File: src/rtl/maybe_word_packer_if.sv
// Bundle of the Maybe byte stream input, downstream ready, and the packed-word outputs.
// The master drives the stream and ready; the slave (the packer) returns word, gap and overflow.
interface maybe_word_packer_if;
    logic        __in0;
    logic [7:0]  __in1;
    logic        __in2;
    logic        __out0;
    logic [15:0] __out1;
    logic [7:0]  __out2;
    logic        __out3;

    modport master (
        output __in0, __in1, __in2,
        input  __out0, __out1, __out2, __out3
    );

    modport slave (
        input  __in0, __in1, __in2,
        output __out0, __out1, __out2, __out3
    );
endinterface

File: src/rtl/maybe_word_packer.sv
// Packs pairs of Just bytes big-endian into 16-bit words, queued in a 4-deep FIFO,
// and tracks the current Nothing run length plus a sticky dropped-word flag.
module maybe_word_packer (
    input  logic                 clk,
    input  logic                 rst,
    maybe_word_packer_if.slave   bus
);
    localparam int DEPTH = 4;

    typedef enum logic {
        EMPTY = 1'b0,
        HALF  = 1'b1
    } pack_state_t;

    pack_state_t state;
    logic [7:0]  hi;
    logic [15:0] mem [DEPTH];
    logic [1:0]  rd_ptr;
    logic [1:0]  wr_ptr;
    logic [2:0]  count;
    logic [7:0]  gap;
    logic        ovf;

    logic        pop;
    logic        push;
    logic        full;
    logic        accept;
    logic        drop;

    function automatic logic [7:0] sat_inc(input logic [7:0] v);
        return (v == 8'hFF) ? v : v + 8'd1;
    endfunction

    function automatic logic [2:0] next_count(input logic [2:0] c, input logic in, input logic out);
        return c + {2'b00, in} - {2'b00, out};
    endfunction

    // A full FIFO still takes the new word when the head leaves on the same edge.
    always_comb begin
        pop    = (count != 3'd0) && bus.__in2;
        push   = bus.__in0 && (state == HALF);
        full   = (count == 3'(DEPTH));
        accept = push && (!full || pop);
        drop   = push && full && !pop;
    end

    always_ff @(posedge clk) begin
        if (rst) begin
            state  <= EMPTY;
            rd_ptr <= 2'd0;
            wr_ptr <= 2'd0;
            count  <= 3'd0;
            gap    <= 8'h00;
            ovf    <= 1'b0;
        end else begin
            if (bus.__in0) begin
                state <= (state == EMPTY) ? HALF : EMPTY;
                gap   <= 8'h00;
            end else begin
                gap   <= sat_inc(gap);
            end
            if (accept)
                wr_ptr <= wr_ptr + 2'd1;
            if (pop)
                rd_ptr <= rd_ptr + 2'd1;
            count <= next_count(count, accept, pop);
            if (drop)
                ovf <= 1'b1;
        end
    end

    // Data path: pending high byte and FIFO storage carry no reset.
    always_ff @(posedge clk) begin
        if (bus.__in0 && state == EMPTY)
            hi <= bus.__in1;
        if (accept && !rst)
            mem[wr_ptr] <= {hi, bus.__in1};
    end

    assign bus.__out0 = (count != 3'd0);
    assign bus.__out1 = (count != 3'd0) ? mem[rd_ptr] : 16'h0000;
    assign bus.__out2 = gap;
    assign bus.__out3 = ovf;
endmodule

File: src/flat_wrapper.sv
// flat-port wrapper written by rule: the top's interface ports become plain ports
module maybe_word_packer_flat 
  (clk, rst, bus___in0, bus___in1, bus___in2, bus___out0, bus___out1, bus___out2, bus___out3);
  maybe_word_packer_if bus_i ();
  input  logic clk;
  input  logic rst;
  input wire logic [$bits(bus_i.__in0)-1:0] bus___in0;
  input wire logic [$bits(bus_i.__in1)-1:0] bus___in1;
  input wire logic [$bits(bus_i.__in2)-1:0] bus___in2;
  output wire logic [$bits(bus_i.__out0)-1:0] bus___out0;
  output wire logic [$bits(bus_i.__out1)-1:0] bus___out1;
  output wire logic [$bits(bus_i.__out2)-1:0] bus___out2;
  output wire logic [$bits(bus_i.__out3)-1:0] bus___out3;
  assign bus_i.__in0 = bus___in0;
  assign bus_i.__in1 = bus___in1;
  assign bus_i.__in2 = bus___in2;
  assign bus___out0 = bus_i.__out0;
  assign bus___out1 = bus_i.__out1;
  assign bus___out2 = bus_i.__out2;
  assign bus___out3 = bus_i.__out3;
  maybe_word_packer u_core (.clk(clk), .rst(rst), .bus(bus_i));
endmodule
File: config.mk
export PLATFORM = sky130hd
export DESIGN_NAME = maybe_word_packer_flat
export DESIGN_NICKNAME = d
export VERILOG_FILES = /design/src/rtl/maybe_word_packer_if.sv /design/src/rtl/maybe_word_packer.sv /design/src/flat_wrapper.sv
export SDC_FILE = /design/constraint.sdc
export NUM_CORES = 1
export LEC_CHECK = 0
export CORE_MARGIN = 4
export CORE_UTILIZATION = 60
export CTS_CLUSTER_SIZE = 28
export DETAILED_ROUTE_END_ITERATION = 12
export HOLD_SLACK_MARGIN = 0.1
export PLACE_DENSITY = 0.87
export SLEW_MARGIN = 40
export SYNTH_ARGS = -nofsm -noshare
export SYNTH_HDL_FRONTEND = slang
export SYNTH_SLANG_ARGS = --single-unit
File: constraint.sdc
create_clock -name clk -period 4.5 [get_ports clk]
set_input_delay 1.35 -clock clk [delete_from_list [all_inputs] [get_ports clk]]
set_output_delay 1.35 -clock clk [all_outputs]
set_load 0.005 [all_outputs]
### Word level (Yosys, flattened, before mapping)

Memory sizes are Yosys's and may differ from the RTL's. A register that Yosys moved wholly into a read port is not among the register bits.
Index checks and enable logic that the tools add are counted.

| operators by class | value |
|---|---|
| add/subtract/negate cells | 5 |
| reduce and logical (&&, ||, !) cells | 13 |
| multiplexer cells | 6 |
| bitwise gates (word level) | 1 |
| equality and inequality tests | 2 |

Operator list:

| kind | count |
|---|---|
| $mux 16 | 1 |
| $add 8x1->8 const B | 1 |
| $eq 8x8->1 const B | 1 |
| $logic_and 1x1->1 | 7 |
| $add 2x1->2 const B | 2 |
| $mux 2 | 2 |
| $add 3x1->3 | 1 |
| $eq 3x3->1 const B | 1 |
| $logic_not 1->1 | 3 |
| $mux 1 | 3 |
| $reduce_bool 3->1 | 1 |
| $sub 3x1->3 | 1 |
| $reduce_or 2->1 | 1 |
| $logic_or 1x1->1 | 1 |
| $not 1->1 | 1 |

| word-level totals | value |
|---|---|
| memories kept | 1 |
| flip-flop bits (word level) | 25 |
| input bits | 12 |
| output and inout port bits | 26 |
| bits in writable memories | 64 |
| logic and storage cells | 35 |

Memory list:

| memory | words | width | read ports | clocked after Yosys merged registers in | wr ports | line | text |
|---|---|---|---|---|---|---|---|
| u_core.mem | 4 | 16 | 1 | 1 | 1 | maybe_word_packer.sv:17 | `logic [15:0] mem [DEPTH];` |

### Depth between registers and ports, before layout

Gate-level depths: netlist of the first run.

| depth | value |
|---|---|
| depth in word-level cells | 7 |
| mapped depth | 7 |
| mapped depth without buffers | 7 |

### Worst setup path before layout of the first run

OpenSTA, ideal clock, no wires.

| timing | value |
|---|---|
| path kind | reg-to-output |
| start point | reg with a tool-made name |
| end point | out bus___out1[10] |
| required time | 3150 ps |
| buffers on the path | 2 |
| arrival | 1194 ps |
| cell stages (with the launch flop) | 5 |
| path slack | 1956 ps |
| path through | dfxtp_1 > buf_6 > buf_12 > mux4_2 > nor2b_1 |

RTL lines:

| what | line | text |
|---|---|---|
| to (decl) | flat_wrapper.sv:11 | `output wire logic [$bits(bus_i.__out1)-1:0] bus___out1;` |

==> results of run 1 <==
flip-flops by register name, indices dropped and copies added (netlist names), named ones only:
name and count:
u_core.rd_ptr 2, u_core.bus.__out3 1, u_core.wr_ptr 2, u_core.bus.__out2 8, u_core.count 3, u_core.state 1, u_core.mem 64, u_core.hi 8
logic make-up (layout without fill, tap and decap cells):
| logic type | after synthesis | count (layout) |
|---|---|---|
| multiplexers | 18 | 18 |
| XOR/XNOR | 5 | 5 |
| AO/OA/AOI/OAI | 21 | 21 |
| AND/OR/NAND/NOR | 59 | 59 |
| buffers and inverters | 10 | 60 |
| adder cells (fa/ha/maj) | 7 | 7 |
| flip-flops | 91 | 91 |
cell type report:
| class | instances | area share [%] |
|---|---|---|
| clock buffers | 10 | 3.001 |
| clock inverters | 6 | 0.7649 |
| inverters | 4 | 0.3530 |
| multi-input cells | 110 | 24.65 |
| flip-flops and latches | 91 | 59.78 |
| well taps | 75 | 2.207 |
| repair buffers | 40 | 9.238 |
per-stage QoR:
| step | utilization, % | instance area (um2) |
|---|---|---|
| 5_1_grt | 71.83 | 4253 |
| 6_report | 71.83 | 4253 |
| 3_5_place_dp | 69.08 | 4090 |
| 2_1_floorplan | - | 3654 |
| 4_1_cts | 71.79 | 4250 |
| 3_3_place_gp | 69.04 | 4088 |
path summary, 6_finish.rpt:
check	endpoint	slack (ns)
hold reg to reg	u_core.mem[3][11]	0.49
setup / recovery	bus___out1[12]	0.67
setup reg to reg	u_core.mem[0][8]	2.45
hold / removal	u_core.mem[3][11]	0.49
placed cells by master, fill, tap and decap left out, types with 2 or more instances in the layout:
cell	n
nor2b_4	3
a21oi_1	8
clkbuf_8	9
and2_1	3
nor2b_1	11
nand3_1	4
mux4_1	6
buf_4	3
clkdlybuf4s50_1	37
edfxtp_1	72
inv_1	4
a21boi_0	2
dfxtp_1	19
clkinv_1	3
nand4_1	2
mux2i_1	2
and3_1	3
ha_1	6
nor2_1	13
nor3_1	3
nand2_1	3
xor2_1	3
xnor2_1	2
and4_1	2
mux4_2	10
and2_2	2
o21ai_0	6
and2b_1	3
power groups by stage:
stage / registers [mW] / clock network (mW) / logic [mW]
after floorplan: 0.987 / 0 / 0.317
after global placement: 1.02 / 0 / 0.466
after detailed placement: 1.03 / 0 / 0.477
after CTS: 1.01 / 0.459 / 0.478
after global routing: 1.02 / 0.502 / 0.512
final: 1.01 / 0.447 / 0.470
worst reg2reg max path, stage by stage (launching register included):
cell and delay [ns]:
dfxtp_1 0.53, nor4b_4 0.10, nor3_1 0.31, and2_1 0.72
layer usage:
layer  share of wire, %  routed length, um
met1                 43               2589
met2                 52               3165
met3                4.9                300
met4               0.56                 34
met5                  0                  0
==> metrics.yaml, run 1 <==
outcome:
  status: "complete, no violations"
synthesis:
  synth_xor_xnor_area_share_pct: 1.199
  synth_largest_area_cell: "edfxtp_1"
  synth_top_area_share_pct: 59.18
  ys_top_cells_by_count: "edfxtp_1, dfxtp_1, nor2_1, nor2b_1, mux4_2"
  synthesis.area_per_instance_um2: 17.32
  yosys_register_bits: 91
  synth.cell_area_mm2: 0.003654
  synthTopCellsByArea: "edfxtp_1, dfxtp_1, mux4_2"
  post_synth_fa_ha_maj_area_fraction_pct: 2.603
  dominantRegCellSynth: "edfxtp_1"
  postSynth.asyncResetShare_pct: 0
  synth_compound_area_share_pct: 3.390
  muxShareOfSynthArea_pct: 11.03
  synthesis.yosys.warnings: 0
  synth-edff-count: 72
  synth_cell_types: 40
  net_count_after_synthesis: 230
  yosysSeqAreaShare_pct: 69.59
  synth_top_family_by_area: "multiplexers"
  synthesis.instances: 211
  yosysMostFrequentCell: "edfxtp_1"
  synth-simple-area-share_pct: 10.34
sta:
  timing_hold_violations_final: 0
  final.setup.tns_ns: 0
  slew-limit-headroom_pct: 45.38
  fin_worst_hold_slack_ns: 0.4948
  timing.final.ws_setup_ns: 0.6696
  final.min_clock_period_ns: 3.830
  worstMarginPinSlew_ns: 0.8194
  timing.final.crit_share_pct: 85.12
  final-setup-viol-count: 0
  maxClockFrequency_mhz: 261.1
  grt_setup_unrepaired: "false"
  finalMaxSlewViolations: 0
  final.setup_skew_ns: 0.008823
place:
  preCtsSetupSlack_ns: 0.9392
  gp_weighted_congestion: 0.8448
  dp_cells: 320
  io_buf_count: 37
  total_half_perimeter_wirelength_after_legalization_and_detailed_placement_mm: 4.027
floorplanning:
  start_util_pct: 61.71
  fp.dieW_um: 86.04
  fp.coreArea_mm2: 0.005921
  ioPinCount: 38
  die_h_um: 86.04
  fp.dieArea_mm2: 0.007402
  placement_rows: 28
global_routing:
  grt_use_met1_pct: 24.25
  grt_busiest_layer: "met2"
  maximum_number_of_pins_on_one_net_before_global_route_repair: 18
  grt_pass1_vias: 2037
  number_of_antenna_violations_at_the_first_check_in_global_routing: 0
  grt_use_met3_pct: 3.939
  global_route_usage_sum_pct: 18.68
  grt-ovfl-total: 0
  grt_first_pass_wirelength_mm: 10.26
  grt_util_met2_pct: 31.46
hold_path:
  timing.hold.worst_path_depth: 0
  min_path_type: "reg2reg"
  worst_hold_startpoint: "u_core.hi[3]"
worst_setup_path:
  cp_top_family: "flip-flops"
  cp.arrival_ns: 2.48
  cpMaxStageDelayCell: "dfxtp_1"
  worst-endpoint-required_ns: 3.15
  critPathBufInv: 2
  worst_r2r_startpoint: "u_core.count[1]"
  critical_path.endpoint_type: "output pin"
  critical_path_cell_list: "buf_4, mux4_2, nor2b_1, clkdlybuf4s50_1"
  worstPathMaxFanout: 12
  startpoint_type: "register"
  critical_path.max_stage_delay_ns: 0.79
  critPathKind: "reg2out"
  r2r_cells: 3
  cp_num_cells: 4
clocking:
  maximum_buffer_depth_of_the_clock_tree: 2
  clock_tree.root_cell: "clkbuf_8"
  cts_resized: 0
  postCtsHoldBufs: 0
  postCtsSetupBuffers: 0
  clk_latency_ns: 0.34
  cts_clock_pin_slew_for_the_worst_setup_and_hold_paths_ns: 0.08
  cts_bufs_inserted: 9
  htreeDepth: 3
  cts.sink_count: 91
  cts_tree: "done"
drt:
  detail_route.drc_violations: 0
  avgRoutedWirePerCell_um: 18.12
  detail_route.vias_per_cell: 5.762
  antenna_nets_post_route: 0
  postRouteWirelength_mm: 6.089
  drtIter0Drc: 132
  routed-via-count: 1936
  drt-pass1-iter-count: 4
pwr:
  worst_ir_drop_vdd_mv: 0.2868
  power_dens_cells_mw_per_mm2: 452.4
  p_comb_share_pct: 24.4
  power_mw: 1.924
  cellInternalPower_mw: 1.439
  leakage_power_summed_over_all_cells_nw: 1.421
  net-switching-power_mw: 0.4850
  share_clk_of_total_power_pct: 23.2
  share_seq_of_total_power_pct: 52.3
  swShare_pct: 25.21
layout:
  share_of_cells_above_drive_strength_1_pct: 13.03
  number_of_fill_cells: 386
  antenna_diode_count: 0
  finish.cell_count_without_fillers: 336
  multiInputGateArea_mm2: 0.001049
  flow.area_growth_from_synthesis_pct: 16.40
  sequential_cell_area_mm2: 0.002542
  nNetsFinal: 275
job:
  count_of_maximum_capacitance_violations: 0
(Power assumes the default switching activity.)
==> run 2: changes to the inputs <==
--- a/config.mk
+++ b/config.mk
@@ -11,6 +11,7 @@
 export DETAILED_ROUTE_END_ITERATION = 12
 export HOLD_SLACK_MARGIN = 0.1
 export PLACE_DENSITY = 0.87
+export SKIP_CTS_REPAIR_TIMING = 1
 export SLEW_MARGIN = 40
 export SYNTH_ARGS = -nofsm -noshare
 export SYNTH_HDL_FRONTEND = slang
==> results of run 2 <==
Same layout as run 1: the final DEF is identical, and so are final timing and power.
==> run 3: changes to the inputs <==
--- a/config.mk
+++ b/config.mk
@@ -6,11 +6,11 @@
 export NUM_CORES = 1
 export LEC_CHECK = 0
 export CORE_MARGIN = 4
-export CORE_UTILIZATION = 60
+export CORE_UTILIZATION = 56
 export CTS_CLUSTER_SIZE = 28
 export DETAILED_ROUTE_END_ITERATION = 12
 export HOLD_SLACK_MARGIN = 0.1
-export PLACE_DENSITY = 0.87
+export PLACE_DENSITY = 0.83
 export SKIP_CTS_REPAIR_TIMING = 1
 export SLEW_MARGIN = 40
 export SYNTH_ARGS = -nofsm -noshare
==> constraint.sdc (replaced) <==
create_clock -name clk -period 3.9 [get_ports clk]
set_input_delay 1.17 -clock clk [delete_from_list [all_inputs] [get_ports clk]]
set_output_delay 1.17 -clock clk [all_outputs]
set_load 0.005 [all_outputs]
==> run 3 against run 2 <==
Effect of this change:
- total power increased by 22%
- via count increased by 0.83%
- register-to-register slack got worse by 0.55 ns
- largest cell class unchanged
- critical path type unchanged
- combinational power increased by 19%
- wire length decreased by 2.4%
- sequential cell count unchanged
- critical endpoint is now bus___out1[0]
- sequential power increased by 13%
==> metrics.yaml, run 3 (same netlist as run 1, synthesis figures left out) <==
pwr:
  share_clk_of_total_power_pct: 27.7
  share_seq_of_total_power_pct: 48.6
  leakage_power_summed_over_all_cells_nw: 1.466
  p_comb_share_pct: 23.8
  swShare_pct: 23.39
  net-switching-power_mw: 0.5479
  power_dens_cells_mw_per_mm2: 540.8
  worst_ir_drop_vdd_mv: 0.2801
  cellInternalPower_mw: 1.795
drt:
  antenna_nets_post_route: 0
  avgRoutedWirePerCell_um: 17.32
  detail_route.drc_violations: 0
  routed-via-count: 1952
  detail_route.vias_per_cell: 5.691
  drt-pass1-iter-count: 4
  postRouteWirelength_mm: 5.942
  drtIter0Drc: 98
clocking:
  cts_bufs_inserted: 9
  htreeDepth: 3
  cts_clock_pin_slew_for_the_worst_setup_and_hold_paths_ns: 0.07
  cts_tree: "done"
  maximum_buffer_depth_of_the_clock_tree: 2
  cts.sink_count: 91
  clock_tree.root_cell: "clkbuf_8"
  clk_latency_ns: 0.34
sta:
  final.setup_skew_ns: 0.005583
  final-setup-viol-count: 0
  grt_setup_unrepaired: "false"
  timing_hold_violations_final: 0
  final.min_clock_period_ns: 3.326
  finalMaxSlewViolations: 0
  slew-limit-headroom_pct: 69.85
  final.setup.tns_ns: 0
  maxClockFrequency_mhz: 300.6
  worstMarginPinSlew_ns: 0.4485
  timing.final.crit_share_pct: 85.29
layout:
  nNetsFinal: 280
  finish.cell_count_without_fillers: 343
  post-route-util_pct: 68.22
  layout_common_cells: "edfxtp_1, clkdlybuf4s50_1, dfxtp_1"
  share_of_cells_above_drive_strength_1_pct: 13.53
  layout_commonest_cell: "edfxtp_1"
  largest_register_ff_count: 64
  final_area_mm2: 0.004332
  flow.area_growth_from_synthesis_pct: 18.56
  antenna_diode_count: 0
  largest_reg_by_ff_count: "u_core.mem"
place:
  io_buf_count: 37
  gp_weighted_congestion: 0.8620
  placement.cell_area_mm2: 0.004128
  dp_cells: 327
  total_half_perimeter_wirelength_after_legalization_and_detailed_placement_mm: 4.012
worst_setup_path:
  critical_path.endpoint_type: "output pin"
  r2r_cells: 4
  startpoint_type: "register"
  critical_path.max_stage_delay_ns: 0.60
  worstPathMaxFanout: 16
  critPathKind: "reg2out"
  cpMaxStageDelayCell: "mux4_1"
  worst-r2r-setup-slack_ns: 1.90
  cp.arrival_ns: 2.16
  worst-endpoint-required_ns: 2.73
  critical_path_cell_list: "buf_4, mux4_1, and2b_1, clkdlybuf4s50_1"
floorplanning:
  fp.dieW_um: 88.77
  start_util_pct: 57.54
  fp.coreArea_mm2: 0.006350
  fp.dieArea_mm2: 0.007880
  placement_rows: 29
  die_h_um: 88.77
  ioPinCount: 38
hold_path:
  timing.hold.worst_path_depth: 2
  min_path_type: "reg2reg"
global_routing:
  grt-ovfl-total: 0
  number_of_antenna_violations_at_the_first_check_in_global_routing: 0
  grt_pass1_vias: 1910
  grt_first_pass_wirelength_mm: 9.846
  global_route_usage_sum_pct: 17.14
  maximum_number_of_pins_on_one_net_before_global_route_repair: 18
job:
  count_of_maximum_capacitance_violations: 0
outcome:
  status: "complete, no violations"
==> run 3: power groups by stage <==
stage | combinational (mW) | sequential, mW | clock [mW]
global placement | 0.560 | 1.16 | 0
global route | 0.611 | 1.15 | 0.707
floorplan | 0.366 | 1.14 | 0
finish | 0.557 | 1.14 | 0.648
detailed placement | 0.572 | 1.16 | 0
CTS | 0.573 | 1.14 | 0.666
==> run 3: path summary, 6_finish.rpt <==
| path | startpoint | to |
|---|---|---|
| worst max-delay path | register | bus___out1[0] |
| worst min-delay path | u_core.bus.__out2[1] | u_core.bus.__out2[1] |
| worst max register to register | u_core.count[1] | u_core.mem[1][1] |
| worst min register to register | u_core.bus.__out2[1] | u_core.bus.__out2[1] |
==> run 3: layout make-up <==
| type | instances | area [um2] |
|---|---|---|
| Clock buffer | 14 | 142.6 |
| Clock inverter | 2 | 60.06 |
| Sequential cell | 91 | 2544 |
| Inverter | 4 | 15.01 |
| Multi-Input combinational cell | 110 | 1044 |
| Fill cell | 434 | 2018 |
| Timing Repair Buffer | 45 | 430.4 |
| Tap cell | 77 | 96.34 |
==> run 3: per-layer routing <==
layer	vias to the layer above	wire length [um]	track usage, %
met5	-	0	0
met2	57	3059	28.21
met3	9	289	3.818
met1	962	2513	22.16
li1	924	-	-
met4	0	78	7.005
==> run 3: critical path: cells and delay by family, from the launching register on <==
kind	cells	cell delay [ns]
DFF	1	0.31
and+or+nand+nor	1	0.17
buffers and inverters	2	0.73
muxes	1	0.60
==> run 3: metrics by stage <==
stage / worst slack, ns / power [mW] / hold WS, ns
after floorplan: 1.536 / 1.505 / 0.4587
after global placement: 0.7956 / 1.716 / 0.4624
after detailed placement: 0.6747 / 1.732 / 0.4879
after CTS: 0.4681 / 2.377 / 0.5058
after global routing: 0.4415 / 2.464 / 0.5421
final: 0.5737 / 2.342 / 0.4958
==> variant 1, RTL diff (config.mk and constraints of run 1) <==
The localparam `DEPTH` goes from 4 to 16.
--- a/src/rtl/maybe_word_packer.sv
+++ b/src/rtl/maybe_word_packer.sv
@@ -5,7 +5,7 @@
     input  logic                 rst,
     maybe_word_packer_if.slave   bus
 );
-    localparam int DEPTH = 4;
+    localparam int DEPTH = 16;
 
     typedef enum logic {
         EMPTY = 1'b0,
Function: changed (a bounded check fails within 4 cycles, from zero or initial values and one cycle with rst high).
==> variant 1 against run 1 <==
Worst setup slack improved by 0.28 ns. Via count decreased by 0.98%. Combinational power grew 8.1%. Die area down 2.5%. Global-route usage increased by 0.72 points. Clock skew up 0.0022 ns. Wire length grew 4.1%. Power up 8.1%. Design area shrank 1.0%. Area after synthesis decreased by 2.7%. Sequential cell count stayed put.
==> variant 1: results (changes against run 1) <==
outcome:
  outcome: "finished clean"
critical_path:
  cp.arrival_ns: 2.20  # -0.28 ns
  critical_path.max_stage_delay_ns: 0.82  # +0.03 ns
  reg2regPathDepth: 8  # +5
  critPathTopFamily: "flip-flops"
  reg2reg_setup_slack_ns: 2.43  # -0.02 ns
  r2r-end: "u_core.count[2]"
  path_max_fanout: 16  # +4
  rr_startpoint: "u_core.count[0]"
  cp_slowest_cell: "dfxtp_1"
  timing.critical_path.to: "bus___out1[0]"
grt:
  track_usage_pct: 19.4  # +0.72 points
  grt_pass1_vias: 1996  # -2.0%
  grt_pass1_wl_um: 10400  # +1.2%
  grt_max_degree: 21  # +3
  antenna_found_initial: 0  # unchanged
clock_tree:
  cts.path.max_buffers: 2  # unchanged
  cts_resized: 0  # unchanged
  clk-insertion-delay-late_ns: 0.34  # about the same
  cts-root-buf: "clkbuf_8"
  postCtsSetupBuffers: 0  # unchanged
  cts_buffers: 9  # unchanged
  htreeDepth: 3  # unchanged
timing:
  finClkSkew_ns: 0.0111  # +0.00224 ns
  worst_pin_slew_ns: 0.792  # -0.0274 ns
  hold_viol_final: 0  # unchanged
  layout_setup_ws_ns: 0.950  # +0.280 ns
  finalMaxSlewViolations: 0  # unchanged
placement:
  gp_congestion: 0.848  # +0.37%
  hpwl_um: 4210  # +4.5%
  pre_cts_ws_ns: 1.03  # +0.0880 ns
  dp.cells: 313  # -2.2%
drt:
  dr.pass1.iters: 4  # unchanged
  drt_iter0_markers: 135  # +2.3%
  vias: 1917  # -0.98%
  viasPerCell: 5.83  # +1.1%
  wl_um: 6340  # +4.1%
synth:
  avgSynthCellArea_sq_um: 17.0  # -1.8%
  synth_edf_count: 72  # unchanged
  synth_common_cells: "edfxtp_1, dfxtp_1, nor2b_1, mux4_2, nor2_1"
  yosys_warnings: 0  # unchanged
  syn-num-nets: 228  # -0.87%
  ys_seq_area_share_pct: 71.5  # +1.9 points
  synthTopCellsByArea: "edfxtp_1, dfxtp_1, mux4_2, nor2b_1, ha_1"
  synthArstFlopShare_pct: 0  # unchanged
  synth_cell_types: 34  # -15%
power:
  p_leak_nw: 1.36  # -4.0%
  ir_drop_uv: 360  # +25%
cells_and_area:
  largest_register_ffs: 64  # unchanged
  fin_nets: 271  # -1.5%
  drive_gt1_share_pct: 14.8  # +1.8 points
  fillCellCount: 327  # -15%
worst_hold_path:
  hold_class: "reg2reg"
variant 1: cell families (layout without fill, tap and decap cells):
group / count (synthesis) / in the layout / synth area share (%)
fa+ha+maj: 7 / 7 / 2.68
flops: 91 / 91 / 71.5
mux: 17 / 17 / 10.4
xor+xnor: 5 / 5 / 1.23
simple gates: 53 / 53 / 8.27
compound gates: 21 / 21 / 3.73
buf+inv: 15 / 63 / 2.15
variant 1: how the worst min path moves through the flow:
stage	start	end	slack [ns]	depth (start not counted)
finish	u_core.rd_ptr[1]	u_core.rd_ptr[1]	0.50	2
CTS	u_core.rd_ptr[1]	u_core.rd_ptr[1]	0.50	2
floorplan	u_core.hi[2]	u_core.mem[0][10]	0.46	0
detailed placement	u_core.rd_ptr[1]	flop	0.49	2
global route	u_core.hi[2]	u_core.mem[0][10]	0.52	0
global placement	u_core.rd_ptr[1]	u_core.rd_ptr[1]	0.47	2
variant 1: where the power goes:
part	switching (mW)	internal (mW)	total [mW]
logic	0.204	0.304	0.508
clock network	0.273	0.312	0.585
registers	0.0404	0.946	0.986
variant 1: stage by stage:
step | cell area, sq um | power, mW | hold slack (ns) | utilization [%]
floorplan | 3550 | 1.30 | 0.459 | -
global placement | 3990 | 1.51 | 0.471 | 70.7
detailed placement | 3990 | 1.53 | 0.491 | 70.7
CTS | 4210 | 2.10 | 0.503 | 74.6
global route | 4210 | 2.19 | 0.521 | 74.6
finish | 4210 | 2.08 | 0.501 | 74.6
variant 1: per-layer routing:
metal,track usage (%),share of wire (%)
met5,0,0
met4,6.47,0.66
met3,3.98,5.1
met2,33.1,54
met1,24.9,40
variant 1: cell type report:
class                      count  area, sq um  share of cell area, %
sequential                    91         2540                   60.4
multi-input combinational    103          947                   22.5
timing repair buffer          39          385                   9.15
clock buffer                   9          124                   2.94
clock inverter                 7         91.3                   2.17
tap                           72         90.1                   2.14
inverter                       8         30.0                  0.713
variant 1: tightest hold or removal path, stage by stage, from the launching register on:
cell	delay (ns)
dfxtp_1	0.32
o21ai_0	0.07
a21oi_1	0.07
==> variant 2, RTL diff (config.mk and constraints of run 1) <==
Without the edit above. Reset style: asynchronous (`rst`), changed in one clocked block.
--- a/src/rtl/maybe_word_packer.sv
+++ b/src/rtl/maybe_word_packer.sv
@@ -44,7 +44,7 @@
         drop   = push && full && !pop;
     end
 
-    always_ff @(posedge clk) begin
+    always_ff @(posedge clk or posedge rst) begin
         if (rst) begin
             state  <= EMPTY;
             rd_ptr <= 2'd0;
Formal check against the unedited RTL: differs if rst is asserted again (counterexample within 4 cycles, from zero or initial values and one cycle with rst high); with rst held inactive, the same outputs for 10 cycles.
==> variant 2 against run 1 <==
Via count shrank 5.5%. Wire length is 2.3% higher. Design area grew 0.56%. Power grew 27%. Clock skew rose by 0.0012 ns. Global-route usage fell by 0.45 points. Area after synthesis down 1.4%. Sequential cell count decreased by 2. Largest cell class unchanged. Critical endpoint is now bus___out1[9]. Worst setup slack better by 0.18 ns. Final cell count down 6.3%.
==> variant 2: results (changes against run 1) <==
drt:
  wire_per_inst_um: 19.8  # +9.1%
  vias: 1829  # -5.5%
  wl_um: 6230  # +2.3%
cells_and_area:
  fin_nets: 257  # -6.5%
  drive_gt1_share_pct: 11.9  # -1.1 points
outcome:
  outcome: "finished clean"
worst_hold_path:
  hold_end: "u_core.bus.__out3"
  whs_path_depth: 1  # +1
placement:
  dp.cells: 297  # -7.2%
  gp_congestion: 0.797  # -5.7%
  dpl_cell_area_sq_mm: 0.00401  # -1.9%
critical_path:
  critical_path.max_stage_delay_ns: 0.59  # -0.20 ns
  reg2reg_setup_slack_ns: 2.17  # -0.28 ns
  cp_slowest_cell: "mux4_2"
  r2r-end: "u_core.count[2]"
  path_max_fanout: 16  # +4
  rr_startpoint: "u_core.count[1]"
grt:
  track_usage_pct: 18.2  # -0.45 points
timing:
  finClkSkew_ns: 0.0100  # +0.00120 ns
  worst_pin_slew_ns: 0.783  # -0.0369 ns
synth:
  ys_seq_area_share_pct: 71.8  # +2.2 points
  synth_cell_types: 35  # -13%
  syn_inst: 196  # -7.1%
  synth_common_cells: "edfxtp_1, and2_1, dfrtp_1, mux4_1, mux4_2"
  synthTopCellsByArea: "edfxtp_1, dfrtp_1, mux4_1, mux4_2, and2_1"
power:
  ir_drop_uv: 388  # +35%
  p_leak_nw: 1.50  # +5.3%
variant 2: area by class of cell:
cell class,instances,area (sq um)
Clock buffer,10,128
Clock inverter,6,106
Fill cell,326,1400
Inverter,5,18.8
Multi-Input combinational cell,93,938
Sequential cell,89,2590
Tap cell,72,90.1
Timing Repair Buffer,40,408
variant 2: power by group through the flow:
| stage | sequential [mW] | clock (mW) | combinational [mW] |
|---|---|---|---|
| floorplan | 1.07 | 0 | 0.455 |
| global placement | 1.12 | 0 | 0.687 |
| detailed placement | 1.13 | 0 | 0.705 |
| CTS | 1.11 | 0.639 | 0.714 |
| global route | 1.12 | 0.678 | 0.765 |
| finish | 1.11 | 0.633 | 0.704 |
variant 2: stage by stage:
step / hold WS [ns] / setup slack, ns / utilization [%]
6_report: 0.496 / 0.848 / 75.4
5_1_grt: 0.503 / 0.758 / 75.4
4_1_cts: 0.488 / 0.807 / 74.8
3_5_place_dp: 0.465 / 0.812 / 70.7
3_3_place_gp: 0.460 / 0.973 / 70.6
2_1_floorplan: 0.452 / 1.90 / -
variant 2: worst max-delay path, delay by kind of cell, from the launching register on:
| family | cells | cell delay (ns) |
|---|---|---|
| buffers and inverters | 2 | 0.77 |
| DFF | 1 | 0.41 |
| muxes | 1 | 0.59 |
| and+or+nand+nor | 1 | 0.19 |
variant 2: cells by family (layout without fill, tap and decap cells):
kind of cell,after synthesis,in the layout,share of synthesized area (%)
simple gates,48,48,7.95
buf+inv,14,61,2.26
flops,89,89,71.8
xor+xnor,6,6,1.46
mux,18,18,11.4
fa+ha+maj,7,7,2.64
compound gates,14,14,2.47
variant 2: metal layers:
metal | vias up | GRT usage [%] | share of wire (%) | wire length, um
li1 | 848 | - | - | -
met1 | 928 | 22.8 | 41 | 2590
met2 | 46 | 31.1 | 53 | 3290
met3 | 7 | 4.23 | 4.2 | 264
met4 | 0 | 6.91 | 1.4 | 85
met5 | - | 0 | 0 | 0
variant 2: worst max path at each step:
stage                     startpoint                end  slack, ns
CTS                 u_core.rd_ptr[0]      bus___out1[9]       0.81
global placement           bus___in0  u_core.mem[3][14]       0.97
floorplan           u_core.rd_ptr[0]     bus___out1[10]       1.90
global route        u_core.rd_ptr[0]      bus___out1[1]       0.76
detailed placement         bus___in0  u_core.mem[3][10]       0.81
finish              u_core.rd_ptr[0]      bus___out1[9]       0.85
